File: src/rtl/counter_snapshot_buffer_if.sv
// rtl/counter_snapshot_buffer_if.sv - record read port of the counter snapshot buffer
interface counter_snapshot_buffer_if #(
   parameter int WIDTH = 4
);
   logic             out_valid;
   logic             out_ready;
   logic [WIDTH+1:0] out_data;

   modport master (output out_valid, output out_data, input out_ready);
   modport slave  (input out_valid, input out_data, output out_ready);
endinterface

File: src/rtl/counter_snapshot_buffer.sv
// rtl/counter_snapshot_buffer.sv - tags counter changes (increment/wrap/discontinuity)
// and queues {disc, wrap, value} records in a first-word-fall-through FIFO.
module counter_snapshot_buffer #(
   parameter int WIDTH  = 4,
   parameter int DEPTH  = 8,
   parameter int WRAP_W = 8
) (
   input  logic                       clock,
   input  logic                       reset,
   input  logic                       enable,
   input  logic [WIDTH-1:0]           counter_in,
   counter_snapshot_buffer_if.master  out_if,
   output logic [$clog2(DEPTH):0]     fill_level,
   output logic [WRAP_W-1:0]          wrap_count,
   output logic                       overflow
);
   localparam int PTR_W = $clog2(DEPTH);
   localparam logic [PTR_W:0] FULL_LEVEL = (PTR_W+1)'(DEPTH);

   logic [WIDTH-1:0] prev;
   logic [WIDTH-1:0] prev_inc;
   logic [WIDTH+1:0] mem [DEPTH];
   logic [PTR_W-1:0] wr_ptr;
   logic [PTR_W-1:0] rd_ptr;

   logic change;
   logic push;
   logic pop;
   logic full;
   logic do_write;
   logic is_wrap;
   logic is_disc;

   assign prev_inc = prev + 1'b1;
   assign change   = (counter_in != prev);
   assign push     = change && enable;
   assign is_wrap  = (prev == {WIDTH{1'b1}}) && (counter_in == '0);
   assign is_disc  = (counter_in != prev_inc) && !is_wrap;

   assign full     = (fill_level == FULL_LEVEL);
   assign pop      = out_if.out_valid && out_if.out_ready;
   // A simultaneous pop frees the head slot, so a push into a full FIFO still lands.
   assign do_write = push && (!full || pop);

   assign out_if.out_valid = (fill_level != '0);
   assign out_if.out_data  = mem[rd_ptr];

   always_ff @(posedge clock) begin
      if (!reset && do_write) begin
         mem[wr_ptr] <= {is_disc, is_wrap, counter_in};
      end
   end

   always_ff @(posedge clock) begin
      if (reset) begin
         prev       <= '0;
         wr_ptr     <= '0;
         rd_ptr     <= '0;
         fill_level <= '0;
         wrap_count <= '0;
         overflow   <= 1'b0;
      end else begin
         prev <= counter_in;
         if (do_write) begin
            wr_ptr <= wr_ptr + 1'b1;
         end
         if (pop) begin
            rd_ptr <= rd_ptr + 1'b1;
         end
         case ({do_write, pop})
            2'b10:   fill_level <= fill_level + 1'b1;
            2'b01:   fill_level <= fill_level - 1'b1;
            default: fill_level <= fill_level;
         endcase
         // Wraps are counted even when the record itself is dropped.
         if (push && is_wrap && (wrap_count != {WRAP_W{1'b1}})) begin
            wrap_count <= wrap_count + 1'b1;
         end
         if (push && full && !pop) begin
            overflow <= 1'b1;
         end
      end
   end
endmodule

File: src/flat_wrapper.sv
// flat-port wrapper written by rule: the top's interface ports become plain ports
module counter_snapshot_buffer_flat 
#(
   parameter int WIDTH  = 4,
   parameter int DEPTH  = 8,
   parameter int WRAP_W = 8
)
  (clock, reset, enable, counter_in, fill_level, wrap_count, overflow, out_if_out_valid, out_if_out_data, out_if_out_ready);
  counter_snapshot_buffer_if #(.WIDTH(WIDTH)) out_if_i ();
  input  logic clock;
  input  logic reset;
  input  logic enable;
  input  logic [WIDTH-1:0] counter_in;
  output logic [$clog2(DEPTH):0] fill_level;
  output logic [WRAP_W-1:0] wrap_count;
  output logic overflow;
  output wire logic [$bits(out_if_i.out_valid)-1:0] out_if_out_valid;
  output wire logic [$bits(out_if_i.out_data)-1:0] out_if_out_data;
  input wire logic [$bits(out_if_i.out_ready)-1:0] out_if_out_ready;
  assign out_if_out_valid = out_if_i.out_valid;
  assign out_if_out_data = out_if_i.out_data;
  assign out_if_i.out_ready = out_if_out_ready;
  counter_snapshot_buffer #(.WIDTH(WIDTH), .DEPTH(DEPTH), .WRAP_W(WRAP_W)) u_core (.clock(clock), .reset(reset), .enable(enable), .counter_in(counter_in), .out_if(out_if_i), .fill_level(fill_level), .wrap_count(wrap_count), .overflow(overflow));
endmodule
File: config.mk
export PLATFORM = sky130hd
export DESIGN_NAME = counter_snapshot_buffer_flat
export DESIGN_NICKNAME = d
export VERILOG_FILES = /design/src/rtl/counter_snapshot_buffer_if.sv /design/src/rtl/counter_snapshot_buffer.sv /design/src/flat_wrapper.sv
export SDC_FILE = /design/constraint.sdc
export NUM_CORES = 1
export LEC_CHECK = 0
export CAP_MARGIN = 20
export CORE_MARGIN = 3
export CORE_UTILIZATION = 30
export CTS_CLUSTER_SIZE = 8
export DETAILED_ROUTE_END_ITERATION = 16
export GPL_TIMING_DRIVEN = 0
export PLACE_DENSITY = 0.56
export SYNTH_ARGS = -nofsm -noshare
export SYNTH_HDL_FRONTEND = slang
export SYNTH_SLANG_ARGS = --single-unit
File: constraint.sdc
create_clock -name clock -period 3.5 [get_ports clock]
set_input_delay 0.7 -clock clock [delete_from_list [all_inputs] [get_ports clock]]
set_output_delay 0.7 -clock clock [all_outputs]
set_load 0.01 [all_outputs]
==> summary.txt, run 1 <==
Run status
  • Status: finished, final reports clean

Final layout
  • Commonest non-fill, non-tap cell in the layout: edfxtp_1
  • Reg area: 0.00196 mm²
  • Area taken by multi-input logic gates: 0.00111 mm²
  • Antenna fix cells: 0
  • Most frequent cells in the layout: edfxtp_1 (48), dfxtp_1 (26), clkdlybuf4s50_1 (25), nor2_1 (21), xnor2_1 (13)
  • Fill cell count: 984
  • Post-layout nets: 274
  • Utilization after layout: 38.0%
  • Area grow syn2layout: 20.9%
  • Layout cell share with drive strength beyond 1: 17.8%
  • Post-route insts no fill: 397

CTS
  • Clock buffer depth: 2
  • Hold-fix buffers at CTS: 0
  • Total CTS buffers: 9
  • CTS tree: built
  • Clock slew seen by the registers of the worst setup and hold paths: 0.09 ns
  • Clk_lat worst skew: 0.35 ns
  • H-Tree Depth: 3
  • Root Buffer Master: clkbuf_8
  • CTS sink cnt: 74

Floorplanning
  • CORE AREA: 0.00991 mm²
  • Die H: 108 µm
  • Num rows: 36
  • I/O pins: 28
  • Die W: 108 µm
  • Starting Density: 31.4%
  • Die ar.: 0.0116 mm²

Synthesis
  • Synth Register Bits: 74
  • EDFF count, synth: 48
  • Mapped Nets: 233
  • Top_reg_cell synth: edfxtp_1
  • Post-synth top area cell: edfxtp_1
  • Yosys cell types: 40
  • Post-synth top area share: 46.3%
  • Seq/Total Area, Yosys: 63.0%
  • Post-Syn Instances: 218
  • Synthesis warning total: 0
  • Post-synth design cell area: 0.00311 mm²
  • Ys async rst share: 0%
  • Dominant cells by area after synthesis: edfxtp_1 (46%), dfxtp_1 (17%), mux4_2 (8.7%), xnor2_1 (3.7%), nor2_1 (2.5%)
  • Syn avg cell area: 14.3 µm²

Timing
  • Final Skew: 0.00859 ns
  • Unrepaired setup endpoints after global routing: false
  • FMAX: 304 MHz
  • Count of final setup violators: 0
  • Final period util: 94.0%
  • Slew headroom: 48.0%
  • Final Max Tran Viols: 0
  • Hold slack: 0.492 ns
  • Worst-Margin Slew: 0.778 ns
  • Final Hold Viols: 0
  • Final min period: 3.29 ns

Run
  • Max_cap viols: 0

Setup path
  • Max incr delay on CP: 0.74 ns
  • Critical path capture point type: register
  • Setup CP Type: in -> reg
  • Critical Path AT: 3.52 ns
  • FF-to-FF path depth: 11
  • Cell Chain, Critical Path: clkdlybuf4s50_1 -> xor2_1 -> o41ai_4 -> clkbuf_2 -> nand2_1 -> inv_1 -> ha_1 -> a21o_1 -> a21oi_1 -> nor4_1 -> nor3_1 -> nor3_2
  • Worst setup SP type: input pin
  • CP required: 3.73 ns
  • WP buf/inv: 3
  • CP Max Fanout: 11
  • WP depth: 12
  • Slowest cell on crit path: clkdlybuf4s50_1
  • Crit path max-delay family: buffers and inverters

Hold path
  • Hold depth: 2
  • Hold Path Class: reg -> reg

Pwr
  • Pleak: 1.25 nW
  • Peak VDD IR: 0.345 mV
  • Cell Pwr Density: 595 mW/mm²

GRT
  • Vias in the first global route: 1912
  • Pin count of the biggest net entering global routing: 16
  • First-pass GRT wire length: 9690 µm
  • Total gr overflow: 0
  • Initial antenna violation count: 0
  • Tot GR Track Use: 11.0%

Routing
  • WL final: 5950 µm
  • Vias/cell: 4.59
  • Drt drc: 0
  • DRT Pass-1 Iters: 4
  • DR WL/cell: 15.0 µm
  • Post-route ant nets: 0
  • Vias: 1824
  • Initial drt markers: 86

Placement
  • Gpl congestion: 0.753
  • PortBufs: 26
  • Placed Cells: 380
  • Final HPWL DP: 4110 µm
-- routing by layer --
layer	track usage (%)	share of wire (%)	vias to the layer above
li1	-	-	897
met1	13.9	49	884
met2	17.3	46	35
met3	4.02	4.0	8
met4	3.79	1.5	0
met5	0	0	-
-- worst paths after layout --
kind / startpoint / to / slack [ns]
min reg2reg: u_core.overflow / u_core.overflow / 0.49
max reg2reg: u_core.fill_level[1] / u_core.fill_level[3] / 0.91
min: u_core.overflow / u_core.overflow / 0.49
max: counter_in[0] / u_core.fill_level[3] / 0.21
-- repair_timing --
| item | 4_1_cts | 5_1_grt |
|---|---|---|
| gates resized for setup | 0 | 4 |
| buffers inserted | 1 | 0 |
| endpoints found under the setup margin | 1 | 5 |
| pin swaps | 1 | 0 |
-- sequential cells by signal (all words and copies together) (netlist names), named ones only --
register,count
u_core.wr_ptr,3
u_core.prev,4
u_core.wrap_count,8
u_core.fill_level,4
u_core.mem,48
u_core.overflow,1
u_core.rd_ptr,3
-- synth_stat cells (2+ instances only) --
cell       n
mux4_2    12
nor3b_1    2
nor4_1     6
nand3_1    5
o21ai_0    3
ha_1       6
mux2i_1    2
dfxtp_1   26
nand2_1   12
edfxtp_1  48
clkbuf_1   6
mux2_2     6
xnor2_1   13
inv_1      5
a21oi_1    7
nor2_1    21
nor2b_1    4
or3_1      2
nor4b_1    3
xor2_1     6
nor3_1     4
-- stage by stage --
step	total power, mW	setup slack [ns]	instance area, µm²	TNS (ns)
finish	2.24	0.209	3760	0
global route	2.37	0.0523	3760	0
floorplan	1.44	0.583	3110	0
detailed placement	1.65	-0.622	3560	-2.57
CTS	2.27	0.00510	3750	0
global placement	1.64	-0.599	3540	-10.96
-- report_power, final --
part	switching, mW	leakage [nW]	total [mW]	internal [mW]
Sequential	0.0529	0.658	1.03	0.979
Clock	0.346	0.0923	0.616	0.271
Combinational	0.264	0.504	0.593	0.329
-- kinds of logic after synthesis --
logic type                 synth area share [%]
DFF                                        63.0
and+or+nand+nor                            11.4
muxes                                      11.9
xor gates and xnor gates                   5.35
AOI/OAI and AO/OA                          3.50
buffers and inverters                      1.77
adders and majority gates                  3.05
-- worst reg2reg max path, cell delays in order (launching register included) --
cell      delay, ns
dfxtp_1        0.38
or4_4          0.57
and2_0         0.16
clkbuf_2       0.16
nand2_1        0.12
inv_1          0.07
ha_1           0.27
a21o_1         0.15
a21oi_1        0.19
nor4_1         0.09
nor3_1         0.24
nor3_2         0.06
-- area by class of cell --
class                   instances  share of cell area [%]
flip-flops and latches         74                    52.1
multi-input cells             130                    29.4
repair buffers                 30                    7.58
well taps                     133                    4.42
clock buffers                   9                    3.29
clock inverters                 7                    1.66
plain buffers                   9                   0.997
inverters                       5                   0.499
No activity file was read; power rests on OpenSTA's default activity.
==> run 2: changes to the inputs <==
--- a/config.mk
+++ b/config.mk
@@ -13,4 +13,5 @@
 export GPL_TIMING_DRIVEN = 0
 export PLACE_DENSITY = 0.56
+export SETUP_SLACK_MARGIN = 0.02
 export SYNTH_ARGS = -nofsm -noshare
 export SYNTH_HDL_FRONTEND = slang
==> constraint.sdc (replaced) <==
create_clock -name clock -period 3.5 [get_ports clock]
set_input_delay 0.7 -clock clock [delete_from_list [all_inputs] [get_ports clock]]
set_output_delay 0.7 -clock clock [all_outputs]
set_load 0.005 [all_outputs]
==> summary.txt, run 2 (synthesized netlist as in run 1, its figures left out) <==
Setup path
  • Cell Chain, Critical Path: clkdlybuf4s50_1 -> xor2_1 -> o41ai_4 -> clkbuf_2 -> nand2_1 -> inv_1 -> ha_1 -> a21o_1 -> a21oi_1 -> nor4_1 -> nor3_1 -> nor3_2
  • Worst setup SP type: input pin
  • R2r setup slk: 0.91 ns (about the same)
  • Reg-to-Reg End: u_core.fill_level[3]
  • Critical Path AT: 3.52 ns (about the same)
  • FF-to-FF path depth: 11 (unchanged)
  • Max incr delay on CP: 0.74 ns (about the same)
  • Slowest cell on crit path: clkdlybuf4s50_1
  • CP required: 3.73 ns (about the same)
  • Reg2reg start: u_core.fill_level[1]
  • Critical path capture point type: register
  • Setup CP Type: in -> reg
  • CP Max Fanout: 11 (unchanged)

Floorplanning
  • Die W: 108 µm (unchanged)
  • Die ar.: 0.0116 mm² (unchanged)
  • I/O pins: 28 (unchanged)
  • Starting Density: 31.4% (unchanged)
  • CORE AREA: 0.00991 mm² (unchanged)
  • Die H: 108 µm (unchanged)
  • Num rows: 36 (unchanged)

CTS
  • CTS sink cnt: 74 (unchanged)
  • CTS tree: built
  • Clk_lat worst skew: 0.35 ns (about the same)
  • Root Buffer Master: clkbuf_8
  • Clock buffer depth: 2 (unchanged)
  • Total CTS buffers: 9 (unchanged)
  • Clock slew seen by the registers of the worst setup and hold paths: 0.09 ns (about the same)
  • H-Tree Depth: 3 (unchanged)

Routing
  • Drt drc: 0 (unchanged)
  • Vias: 1829 (+0.27%)
  • Initial drt markers: 97 (+13%)
  • Post-route ant nets: 0 (unchanged)
  • Vias/cell: 4.61 (+0.27%)
  • DR WL/cell: 15.0 µm (+0.13%)
  • WL final: 5960 µm (+0.13%)
  • DRT Pass-1 Iters: 4 (unchanged)

Placement
  • Final HPWL DP: 4110 µm (unchanged)
  • Placed Area: 0.00356 mm² (unchanged)
  • PortBufs: 26 (unchanged)
  • Placed Cells: 380 (unchanged)
  • Gpl congestion: 0.753 (unchanged)

Timing
  • Unrepaired setup endpoints after global routing: false
  • Final Hold Viols: 0 (unchanged)
  • Final Skew: 0.00896 ns (+0.000369 ns)
  • Slew headroom: 48.0% (unchanged)
  • Final Max Tran Viols: 0 (unchanged)
  • Final min period: 3.29 ns (+0.000528 ns)
  • Worst-Margin Slew: 0.778 ns (unchanged)
  • Final period util: 94.0% (about the same)
  • FMAX: 304 MHz (about the same)
  • Count of final setup violators: 0 (unchanged)

GRT
  • Total gr overflow: 0 (unchanged)
  • Vias in the first global route: 1912 (unchanged)
  • Tot GR Track Use: 11.0% (unchanged)
  • Pin count of the biggest net entering global routing: 16 (unchanged)
  • Initial antenna violation count: 0 (unchanged)
  • First-pass GRT wire length: 9690 µm (unchanged)

Pwr
  • Peak VDD IR: 0.330 mV (-4.6%)
  • Cell Pwr Density: 590 mW/mm² (-0.91%)
  • Pleak: 1.25 nW (-0.62%)
  • Total power draw: 2.22 mW (-1.0%)

Final layout
  • Most frequent cells in the layout: edfxtp_1 (48), dfxtp_1 (26), clkdlybuf4s50_1 (25), nor2_1 (21), xnor2_1 (13)
  • Reg with most FFs: u_core.mem
  • Post-layout nets: 274 (unchanged)
  • Antenna fix cells: 0 (unchanged)
  • Reg area: 0.00196 mm² (unchanged)
  • Largest register FFs: 48 (unchanged)
  • Post-route insts no fill: 397 (unchanged)
  • Area taken by multi-input logic gates: 0.00111 mm² (unchanged)
  • Layout cell share with drive strength beyond 1: 17.8% (unchanged)
  • Final non-filler cell area: 0.00376 mm² (about the same)
  • Biggest regs: u_core.mem x48, u_core.wrap_count x8
  • Commonest non-fill, non-tap cell in the layout: edfxtp_1
  • Fill cell count: 986 (+0.20%)
  • Area grow syn2layout: 20.8% (about the same)

Hold path
  • Hold Path Class: reg -> reg
  • Hold Path End: u_core.overflow
  • Hold depth: 2 (unchanged)
  • Critical hold path startpoint: u_core.overflow

Run
  • Max_cap viols: 0 (unchanged)

Run status
  • Status: finished, final reports clean
[run 2: cell count changes in the layout (fill, tap and decap cells not counted)]
cell	previous run	this run
dlymetal6s2s_1	1	0
dlygate4sd2_1	0	1
[run 2: how the worst max path moves through the flow]
stage / start / end / slack [ns] / depth (start not counted)
global route: counter_in[0] / u_core.fill_level[3] / 0.05 / 12
CTS: counter_in[0] / u_core.fill_level[3] / 0.07 / 12
detailed placement: counter_in[0] / u_core.fill_level[3] / -0.62 / 12
global placement: counter_in[0] / u_core.mem[2][2] / -0.60 / 5
floorplan: counter_in[3] / u_core.fill_level[3] / 0.58 / 11
finish: counter_in[0] / u_core.fill_level[3] / 0.21 / 12
[run 2: through the flow]
stage               utilization [%]  hold slack (ns)  setup slack, ns  TNS (ns)
floorplan                         -            0.454            0.584         0
global placement               35.7            0.473           -0.599    -10.96
detailed placement             35.9            0.473           -0.622     -2.57
CTS                            37.9            0.501           0.0701         0
global route                   38.0            0.526           0.0523         0
finish                         38.0            0.492            0.209         0
[run 2: layout make-up]
class,instances,share of cell area [%]
inverters,5,0.499
multi-input cells,130,29.5
repair buffers,30,7.49
plain buffers,9,0.998
flip-flops and latches,74,52.2
clock inverters,7,1.66
well taps,133,4.42
clock buffers,9,3.29
[run 2: power breakdown]
part	leakage, nW	switching [mW]	internal, mW
registers	0.658	0.0529	0.979
clock network	0.0923	0.347	0.271
logic	0.496	0.242	0.328
[run 2: metal layers]
layer  track usage, %  vias up  part of all wire (%)
li1                 -      897                     -
met1             13.9      889                    49
met2             17.3       35                    46
met3             4.02        8                   4.0
met4             3.79        0                   1.5
met5                0        -                     0
[run 2: worst max-delay path: cells and delay by family]
family / cells / cell delay (ns)
XOR/XNOR: 1 / 0.21
buffers and inverters: 3 / 1.13
AND/OR/NAND/NOR: 4 / 0.51
AO/OA/AOI/OAI: 3 / 0.73
adder cells (fa/ha/maj): 1 / 0.23
[run 2: repair_timing]
| item | 4_1_cts | 5_1_grt |
|---|---|---|
| pin swaps | 1 | 0 |
| hold buffers | 0 | 0 |
| buffers inserted | 1 | 0 |
| endpoints found under the setup margin | 1 | 5 |
| gates resized for setup | 1 | 3 |
